===== src/rtl/gpu_pkg.sv =====
// Shared GPU core definitions: core FSM state encodings, writeback source
// select codes and the indices of the read-only special registers.
package gpu_pkg;

   // Core FSM states that sequence each thread lane
   typedef enum logic [2:0] {
      IDLE    = 3'b000,
      FETCH   = 3'b001,
      DECODE  = 3'b010,
      REQUEST = 3'b011,
      WAIT    = 3'b100,
      EXECUTE = 3'b101,
      UPDATE  = 3'b110,
      DONE    = 3'b111
   } core_state_t;

   // Writeback source select; 2'b11 is reserved and never writes
   typedef enum logic [1:0] {
      MUX_ALU = 2'b00,
      MUX_LSU = 2'b01,
      MUX_IMM = 2'b10
   } reg_input_mux_t;

   localparam int unsigned REG_ADDR_BITS = 4;
   localparam int unsigned NUM_REGS      = 16;
   localparam int unsigned NZP_BITS      = 3;

   // Special registers; everything below R_BLOCK_ID is general purpose
   localparam logic [REG_ADDR_BITS-1:0] R_BLOCK_ID  = 4'd13;
   localparam logic [REG_ADDR_BITS-1:0] R_BLOCK_DIM = 4'd14;
   localparam logic [REG_ADDR_BITS-1:0] R_THREAD_ID = 4'd15;

endpackage


===== src/rtl/thread_regfile.sv =====
// Per-thread register file and writeback stage for one GPU thread lane.
// Operands are read in REQUEST, results and NZP flags are committed in UPDATE.
//
// Ports:
//   clk, reset                 clock, asynchronous active-high reset
//   enable                     lane active; low holds every register and output
//   block_id                   current block index, mirrored into R13
//   core_state                 core FSM state
//   decoded_rd/rs/rt_address   destination and source register indices
//   decoded_reg_write_enable   writeback request
//   decoded_reg_input_mux      writeback source (ALU, LSU, IMM)
//   decoded_immediate          CONST value
//   decoded_nzp_write_enable   load NZP flags from alu_out[2:0]
//   alu_out, lsu_out           ALU and load results
//   rs, rt                     registered operands
//   nzp                        {pos, zero, neg} condition flags
module thread_regfile
   import gpu_pkg::*;
#(
   parameter int unsigned DATA_BITS         = 8,
   parameter int unsigned THREADS_PER_BLOCK = 4,
   parameter int unsigned THREAD_ID         = 0
) (
   input  logic                     clk,
   input  logic                     reset,
   input  logic                     enable,
   input  logic [DATA_BITS-1:0]     block_id,
   input  logic [2:0]               core_state,
   input  logic [REG_ADDR_BITS-1:0] decoded_rd_address,
   input  logic [REG_ADDR_BITS-1:0] decoded_rs_address,
   input  logic [REG_ADDR_BITS-1:0] decoded_rt_address,
   input  logic                     decoded_reg_write_enable,
   input  logic [1:0]               decoded_reg_input_mux,
   input  logic [DATA_BITS-1:0]     decoded_immediate,
   input  logic                     decoded_nzp_write_enable,
   input  logic [DATA_BITS-1:0]     alu_out,
   input  logic [DATA_BITS-1:0]     lsu_out,
   output logic [DATA_BITS-1:0]     rs,
   output logic [DATA_BITS-1:0]     rt,
   output logic [NZP_BITS-1:0]      nzp
);

   logic [DATA_BITS-1:0] regs [NUM_REGS];
   logic [DATA_BITS-1:0] wb_data;
   logic                 wb_valid;
   logic                 wb_commit;

   // Writeback source select; the reserved code yields no write
   always_comb begin
      wb_data  = '0;
      wb_valid = 1'b0;
      case (decoded_reg_input_mux)
         MUX_ALU: begin
            wb_data  = alu_out;
            wb_valid = 1'b1;
         end
         MUX_LSU: begin
            wb_data  = lsu_out;
            wb_valid = 1'b1;
         end
         MUX_IMM: begin
            wb_data  = decoded_immediate;
            wb_valid = 1'b1;
         end
         default: ;
      endcase
   end

   // Writes to R13..R15 are dropped silently
   assign wb_commit = decoded_reg_write_enable && wb_valid &&
                      (decoded_rd_address < R_BLOCK_ID);

   // Register file, operand latches and flags
   always_ff @(posedge clk or posedge reset) begin
      if (reset) begin
         for (int i = 0; i < int'(R_BLOCK_DIM); i++) begin
            regs[i] <= '0;
         end
         regs[R_BLOCK_DIM] <= DATA_BITS'(THREADS_PER_BLOCK);
         regs[R_THREAD_ID] <= DATA_BITS'(THREAD_ID);
         rs                <= '0;
         rt                <= '0;
         nzp               <= '0;
      end else if (enable) begin
         // R13 tracks block_id in every state
         regs[R_BLOCK_ID] <= block_id;
         case (core_state)
            REQUEST: begin
               rs <= regs[decoded_rs_address];
               rt <= regs[decoded_rt_address];
            end
            UPDATE: begin
               if (wb_commit) begin
                  regs[decoded_rd_address] <= wb_data;
               end
               if (decoded_nzp_write_enable) begin
                  nzp <= alu_out[NZP_BITS-1:0];
               end
            end
            default: ;
         endcase
      end
   end

endmodule

===== config.mk =====
export PLATFORM = sky130hd
export DESIGN_NAME = thread_regfile
export DESIGN_NICKNAME = d
export VERILOG_FILES = /design/src/rtl/gpu_pkg.sv /design/src/rtl/thread_regfile.sv
export SDC_FILE = /design/constraint.sdc
export NUM_CORES = 1
export LEC_CHECK = 0
export CORE_ASPECT_RATIO = 1.5
export CORE_UTILIZATION = 26
export CTS_BUF_LIST = sky130_fd_sc_hd__clkbuf_2
export DETAILED_ROUTE_END_ITERATION = 8
export GPL_ROUTABILITY_DRIVEN = 0
export PLACE_DENSITY = 0.42
export SLEW_MARGIN = 20
export SYNTH_ARGS = -nofsm -noshare
export SYNTH_HDL_FRONTEND = slang
export SYNTH_SLANG_ARGS = --single-unit
export TNS_END_PERCENT = 20

===== constraint.sdc =====
create_clock -name clk -period 5.4 [get_ports clk]
set_clock_uncertainty 0.1 [all_clocks]
set_input_delay 0.54 -clock clk [delete_from_list [all_inputs] [get_ports clk]]
set_output_delay 0.54 -clock clk [all_outputs]
set_load 0.02 [all_outputs]

==> impl_metrics.csv, run 1 <==
group,metric,value,unit
clock_network,clkSlewWorstSetupHoldPaths,0.22,ns
synthesis,synth_top_area_frac,0.494,
critical_path,start_kind,"input port",
timing,final.period_utilization,0.493,
finish,ff_latch_area,3680,um2
route,vias,5023,
critical_path,crit_chain,"clkdlybuf4s50_1 -> and4b_1 -> nand4_1 -> o21ai_0",
synthesis,syn-instance-count,617,
synthesis,synthArstFlopShare,1.00,
synthesis,synth-seq-cells,147,
timing,finalSetupViolCount,0,
global_routing,grt_start_max_net_pins,109,
floorplanning,core_area,28000,um2
timing,max_freq,376,MHz
route,vias_per_cell,4.97,
synthesis,synth_top_area_cell,"dfrtp_1",
clock_network,root_buffer,"clkbuf_2",
outcome,outcome,"complete, no violations",
timing,rsz0062_at_grt,"no",
global_routing,grt_overflow,0,
critical_path,required,5.91,ns
critical_path,worstPathArrival,3.17,ns
finish,final_layout_size_suffix_gt1_frac,0.179,
clock_network,cts_buffers,17,
route,wl_per_cell,21.0,um
placement,place_area,8310,um2
floorplanning,die_y,209,um
synthesis,synth_flop_cell,"dfrtp_1",
pwr,p_leak,0.00361,uW
timing,max_slew_margin,0.301,
floorplanning,boundaryPins,73,
placement,place.detailed.hpwl,15000,um
synthesis,synthTopCellsByArea,"dfrtp_1, mux4_2, o21ai_0",
hold_path,holdCritPathClass,"in2async",
clock_network,cts.repair.resized,0,
global_routing,antenna_found_initial,1,
global_routing,globalRouteTotalUtil,0.156,
timing,hold_violations,0,
placement,portBuffers,72,
clock_network,hold_buffers,0,
critical_path,crit_type,"in2reg",
clock_network,cts.htree.levels,4,
synthesis,avgSynthCellArea,12.0,um2
clock_network,cts.sinks,147,
route,drt-pass1-iter-count,7,
synthesis,yosysWarnings,0,
timing,fin_crit,2.66,ns
global_routing,grt_pass1_wl,33600,um
finish,multi_input_comb_area,3430,um2
floorplanning,fp-row-count,75,
critical_path,crit_fanout,16,
timing,tightest_slew,1.05,ns
synthesis,synthesis.nets,671,
floorplanning,fp.dieW,140,um
timing,finalSetupTns,0,ns
finish,fillers,2827,
route,drt_iter0_markers,388,
floorplanning,initial_utilization,0.265,
clock_network,clock_path_buffers,2,
critical_path,critPathSlowestCell,"clkdlybuf4s50_1",
synthesis,netlist_area,7400,um2
clock_network,post-cts-setup-buffer-count,0,
clock_network,tritoncts,"yes",
finish,final_core_util,0.307,
route,postRouteWirelength,21200,um
finish,postLayoutCellArea,8580,um2
pwr,peakVddDrop,0.0915,mV
route,ant_nets,0,
finish,area_delta_synth_final,16.0,%
critical_path,end_kind,"register",
synthesis,synthDistinctLibCells,31,
synthesis,yosysSeqAreaShare,0.497,
floorplanning,die_area,29200,um2
timing,hold_ws,0.209,ns
timing,slew_violations,0,
pwr,p_per_area,256,nW/um2
route,drc,0,
clock_network,insertion_delay,0.74,ns
critical_path,slowest_delay,0.84,ns
pwr,finalPower,2200,uW
global_routing,grt_pass1_vias,5548,
synthesis,synth_edf_count,0,
job,drv_cap,0,
finish,final_nets,705,
-- registers in the layout (all words and copies together), names as in the netlist --
name  cells
regs    128
rs        8
rt        8
nzp       3
-- metal layers --
| metal | global-route usage | part of all wire | up-vias |
|---|---|---|---|
| li1 | - | - | 2331 |
| met1 | 0.183 | 0.40 | 2534 |
| met2 | 0.282 | 0.54 | 132 |
| met3 | 0.0277 | 0.034 | 26 |
| met4 | 0.0599 | 0.020 | 0 |
| met5 | 0 | 0 | - |
-- layout make-up --
class,instances,area share
multi-input combinational,405,0.400
timing repair buffer,79,0.0877
tap,346,0.0504
clock inverter,14,0.0217
sequential,147,0.429
inverter,1,0.00131
antenna,1,0.000292
clock buffer,17,0.00991
-- critical path, delay by kind of cell --
family	cells	cell delay [ns]
compound gates	1	0.47
buf+inv	1	0.84
simple gates	2	1.31
-- path summary, 6_finish.rpt --
check                           slack (ns)            startpoint  depth (start not counted)               endpoint
worst max-delay path                  2.74                enable                          4  regs[122]$_DFFE_PP0P_
worst min-delay path                  0.21                 reset                          2   regs[21]$_DFFE_PP0P_
worst max register to register        3.64  regs[77]$_DFFE_PP0P_                          4      rs[5]$_DFFE_PP0P_
worst min register to register        0.28  regs[10]$_DFFE_PP1P_                          0   regs[10]$_DFFE_PP1P_
max in group asynchronous             3.88                 reset                          3   regs[72]$_DFFE_PP0P_
min in group clk                      0.28  regs[10]$_DFFE_PP1P_                          0   regs[10]$_DFFE_PP1P_
-- cells in the final DEF (no fill, tap or decap), types with 12 or more instances in the layout --
| master | n |
|---|---|
| nand2_1 | 107 |
| clkdlybuf4s50_1 | 68 |
| nand4_1 | 13 |
| mux2i_1 | 31 |
| dfrtp_1 | 146 |
| clkbuf_2 | 17 |
| o21ai_0 | 113 |
| mux4_1 | 12 |
| mux2_2 | 19 |
| mux4_2 | 52 |
| nor2_1 | 14 |
-- cells in the mapped netlist (2+ instances only) --
master and n:
dfrtp_1 146, o21ai_0 113, nand2_1 107, mux4_2 52, clkbuf_1 42, mux2i_1 31, mux2_2 19, buf_2 17
nor2_1 15, nand4_1 13, mux4_1 12, a21oi_1 10, a2bb2oi_1 7, a22oi_1 6, nor2b_1 5, o21ai_1 4
and2_1 2, and4b_1 2, buf_6 2
-- report_power, final --
part	switching (uW)	internal (uW)	total, uW
Sequential	34.3	1150	1180
Combinational	158	141	300
Clock	418	300	718
-- cells by family (layout without fill, tap and decap cells) --
group / after synthesis / count (layout) / share of synthesized area
flip-flops: 147 / 147 / 0.497
AND/OR/NAND/NOR: 146 / 146 / 0.0844
AO/OA/AOI/OAI: 145 / 145 / 0.106
multiplexers: 114 / 114 / 0.272
buffers and inverters: 65 / 111 / 0.0406
other: 0 / 1 / 0
-- through the flow --
step / worst slack [ns] / cells
global route: 2.54 / 1010
floorplan: 0.810 / 617
detailed placement: 1.87 / 978
finish: 2.74 / 1010
global placement: 1.62 / 978
CTS: 2.71 / 1009
Note: power is estimated with default switching activity, not from simulation.
==> run 2: changes to the inputs <==
- PLACE_DENSITY: 0.42 -> 0.43
- clock period: 5.4 -> 2.1 ns (I/O delays scaled with it)
==> impl_metrics.csv, run 2 (synthesized netlist as in run 1, its figures left out) <==
group,metric,value,unit
outcome,outcome,"complete, no violations",
global_routing,grt_overflow,0,
route,postRouteWirelength,21500,um
floorplanning,core_area,28000,um2
hold_path,holdCritPathClass,"in2reg",
critical_path,critPathSlowestCell,"dfrtp_1",
finish,final_layout_size_suffix_gt1_frac,0.214,
critical_path,slowest_delay,0.46,ns
critical_path,crit_fanout,2,
clock_network,clkSlewWorstSetupHoldPaths,0.23,ns
clock_network,insertion_delay,0.73,ns
timing,rsz0062_at_grt,"no",
placement,place.detailed.hpwl,15700,um
timing,slew_violations,0,
finish,regMostFlops,"regs",
critical_path,crit_type,"reg2out",
route,vias,5271,
clock_network,clock_path_buffers,2,
floorplanning,fp.dieW,140,um
finish,fillers,2815,
global_routing,globalRouteTotalUtil,0.156,
timing,finalSetupViolCount,0,
clock_network,root_buffer,"clkbuf_2",
clock_network,cts.htree.levels,4,
global_routing,grt_start_max_net_pins,50,
floorplanning,die_y,209,um
job,drv_cap,0,
timing,finalSetupTns,0,ns
finish,ff_latch_area,3680,um2
finish,area_delta_synth_final,22.9,%
timing,finalWorstSetupSlack,0.234,ns
critical_path,worstPathArrival,1.56,ns
route,ant_nets,0,
finish,final_cell_mix,"dfrtp_1, o21ai_0, nand2_1",
finish,reg.largest.list,"regs x128, rs x8, rt x8",
critical_path,worst-path-buf-inv,1,
global_routing,grt_pass1_wl,33700,um
floorplanning,die_area,29200,um2
route,drc,0,
floorplanning,initial_utilization,0.265,
global_routing,grt_pass1_vias,5580,
timing,max_slew_margin,0.590,
global_routing,antenna_found_initial,1,
placement,dp_worst_setup_slack,-0.00255,ns
floorplanning,fp-row-count,75,
clock_network,cts.sinks,147,
critical_path,start_kind,"register",
finish,largest_register_ffs,128,
route,wl_per_cell,20.2,um
timing,fin_crit,1.87,ns
finish,postLayoutCellArea,9090,um2
route,vias_per_cell,4.94,
timing,final.period_utilization,0.889,
finish,multi_input_comb_area,3420,um2
critical_path,critPathTopFamily,"flip-flops",
placement,place_area,8720,um2
critical_path,crit_chain,"dlygate4sd2_1",
clock_network,cts_buffers,17,
pwr,p_leak,0.00397,uW
route,drt-pass1-iter-count,4,
floorplanning,boundaryPins,73,
critical_path,required,1.79,ns
critical_path,end_kind,"primary output",
timing,max_freq,536,MHz
pwr,peakVddDrop,0.271,mV
route,drt_iter0_markers,227,
timing,tightest_slew,0.613,ns
clock_network,tritoncts,"yes",
finish,final_nets,761,
finish,layout_commonest_cell,"dfrtp_1",
placement,portBuffers,72,
pwr,p_per_area,619,nW/um2
timing,hold_violations,0,
-- run 2: cell types whose count changed in the layout (fill, tap and decap cells not counted), moves of 9 or more --
cell,change
buf_4,+33
clkdlybuf4s50_1,-19
dlygate4sd2_1,+19
dlygate4sd3_1,+14
buf_12,+9
-- run 2: path summary, 6_finish.rpt --
path	from	slack [ns]	end	cells past startpoint
min in group asynchronous	reset	0.30	regs[17]$_DFFE_PP0P_	3
hold reg to reg	regs[10]$_DFFE_PP1P_	0.29	regs[10]$_DFFE_PP1P_	0
setup reg to reg	regs[72]$_DFFE_PP0P_	0.36	rt[0]$_DFFE_PP0P_	3
hold / removal	decoded_rs_address[0]	0.12	rs[5]$_DFFE_PP0P_	5
max in group asynchronous	reset	0.95	regs[103]$_DFFE_PP0P_	4
setup / recovery	rt[5]$_DFFE_PP0P_	0.23	rt[5]	1
-- run 2: per-layer routing --
layer  global-route usage  vias to the layer above  share of wire
met4               0.0451                        0          0.013
met1                0.177                     2697           0.41
met5                    0                        -              0
met2                0.299                      109           0.56
met3               0.0227                       17          0.024
li1                     -                     2448              -
-- run 2: timing repair --
item	4_1_cts	5_1_grt
hold endpoints to repair	33	0
resized for setup	19	0
hold buffers	14	0
endpoints found under the setup margin	19	0
buffers inserted	0	0
-- run 2: metrics by stage --
stage	total power (uW)	utilization	instances	hold slack [ns]
2_1_floorplan	3530	-	617	0.260
3_5_place_dp	3930	0.312	1020	0.264
3_3_place_gp	3910	0.312	1020	0.263
4_1_cts	5740	0.325	1065	0.0226
6_report	5630	0.325	1066	0.116
5_1_grt	5930	0.325	1066	0.0639
-- run 2: cell type report --
class	instances	area share
Clock inverter	14	0.0186
Timing Repair Buffer	135	0.143
Clock buffer	17	0.00936
Multi-Input combinational cell	405	0.376
Antenna cell	1	0.000275
Tap cell	346	0.0476
Inverter	1	0.000826
Sequential cell	147	0.405
-- run 2: report_power, final --
group | internal [uW] | switching [uW] | total, uW
Combinational | 413 | 412 | 825
Sequential | 2940 | 85.6 | 3030
Clock | 749 | 1030 | 1780
Total | 4110 | 1520 | 5630
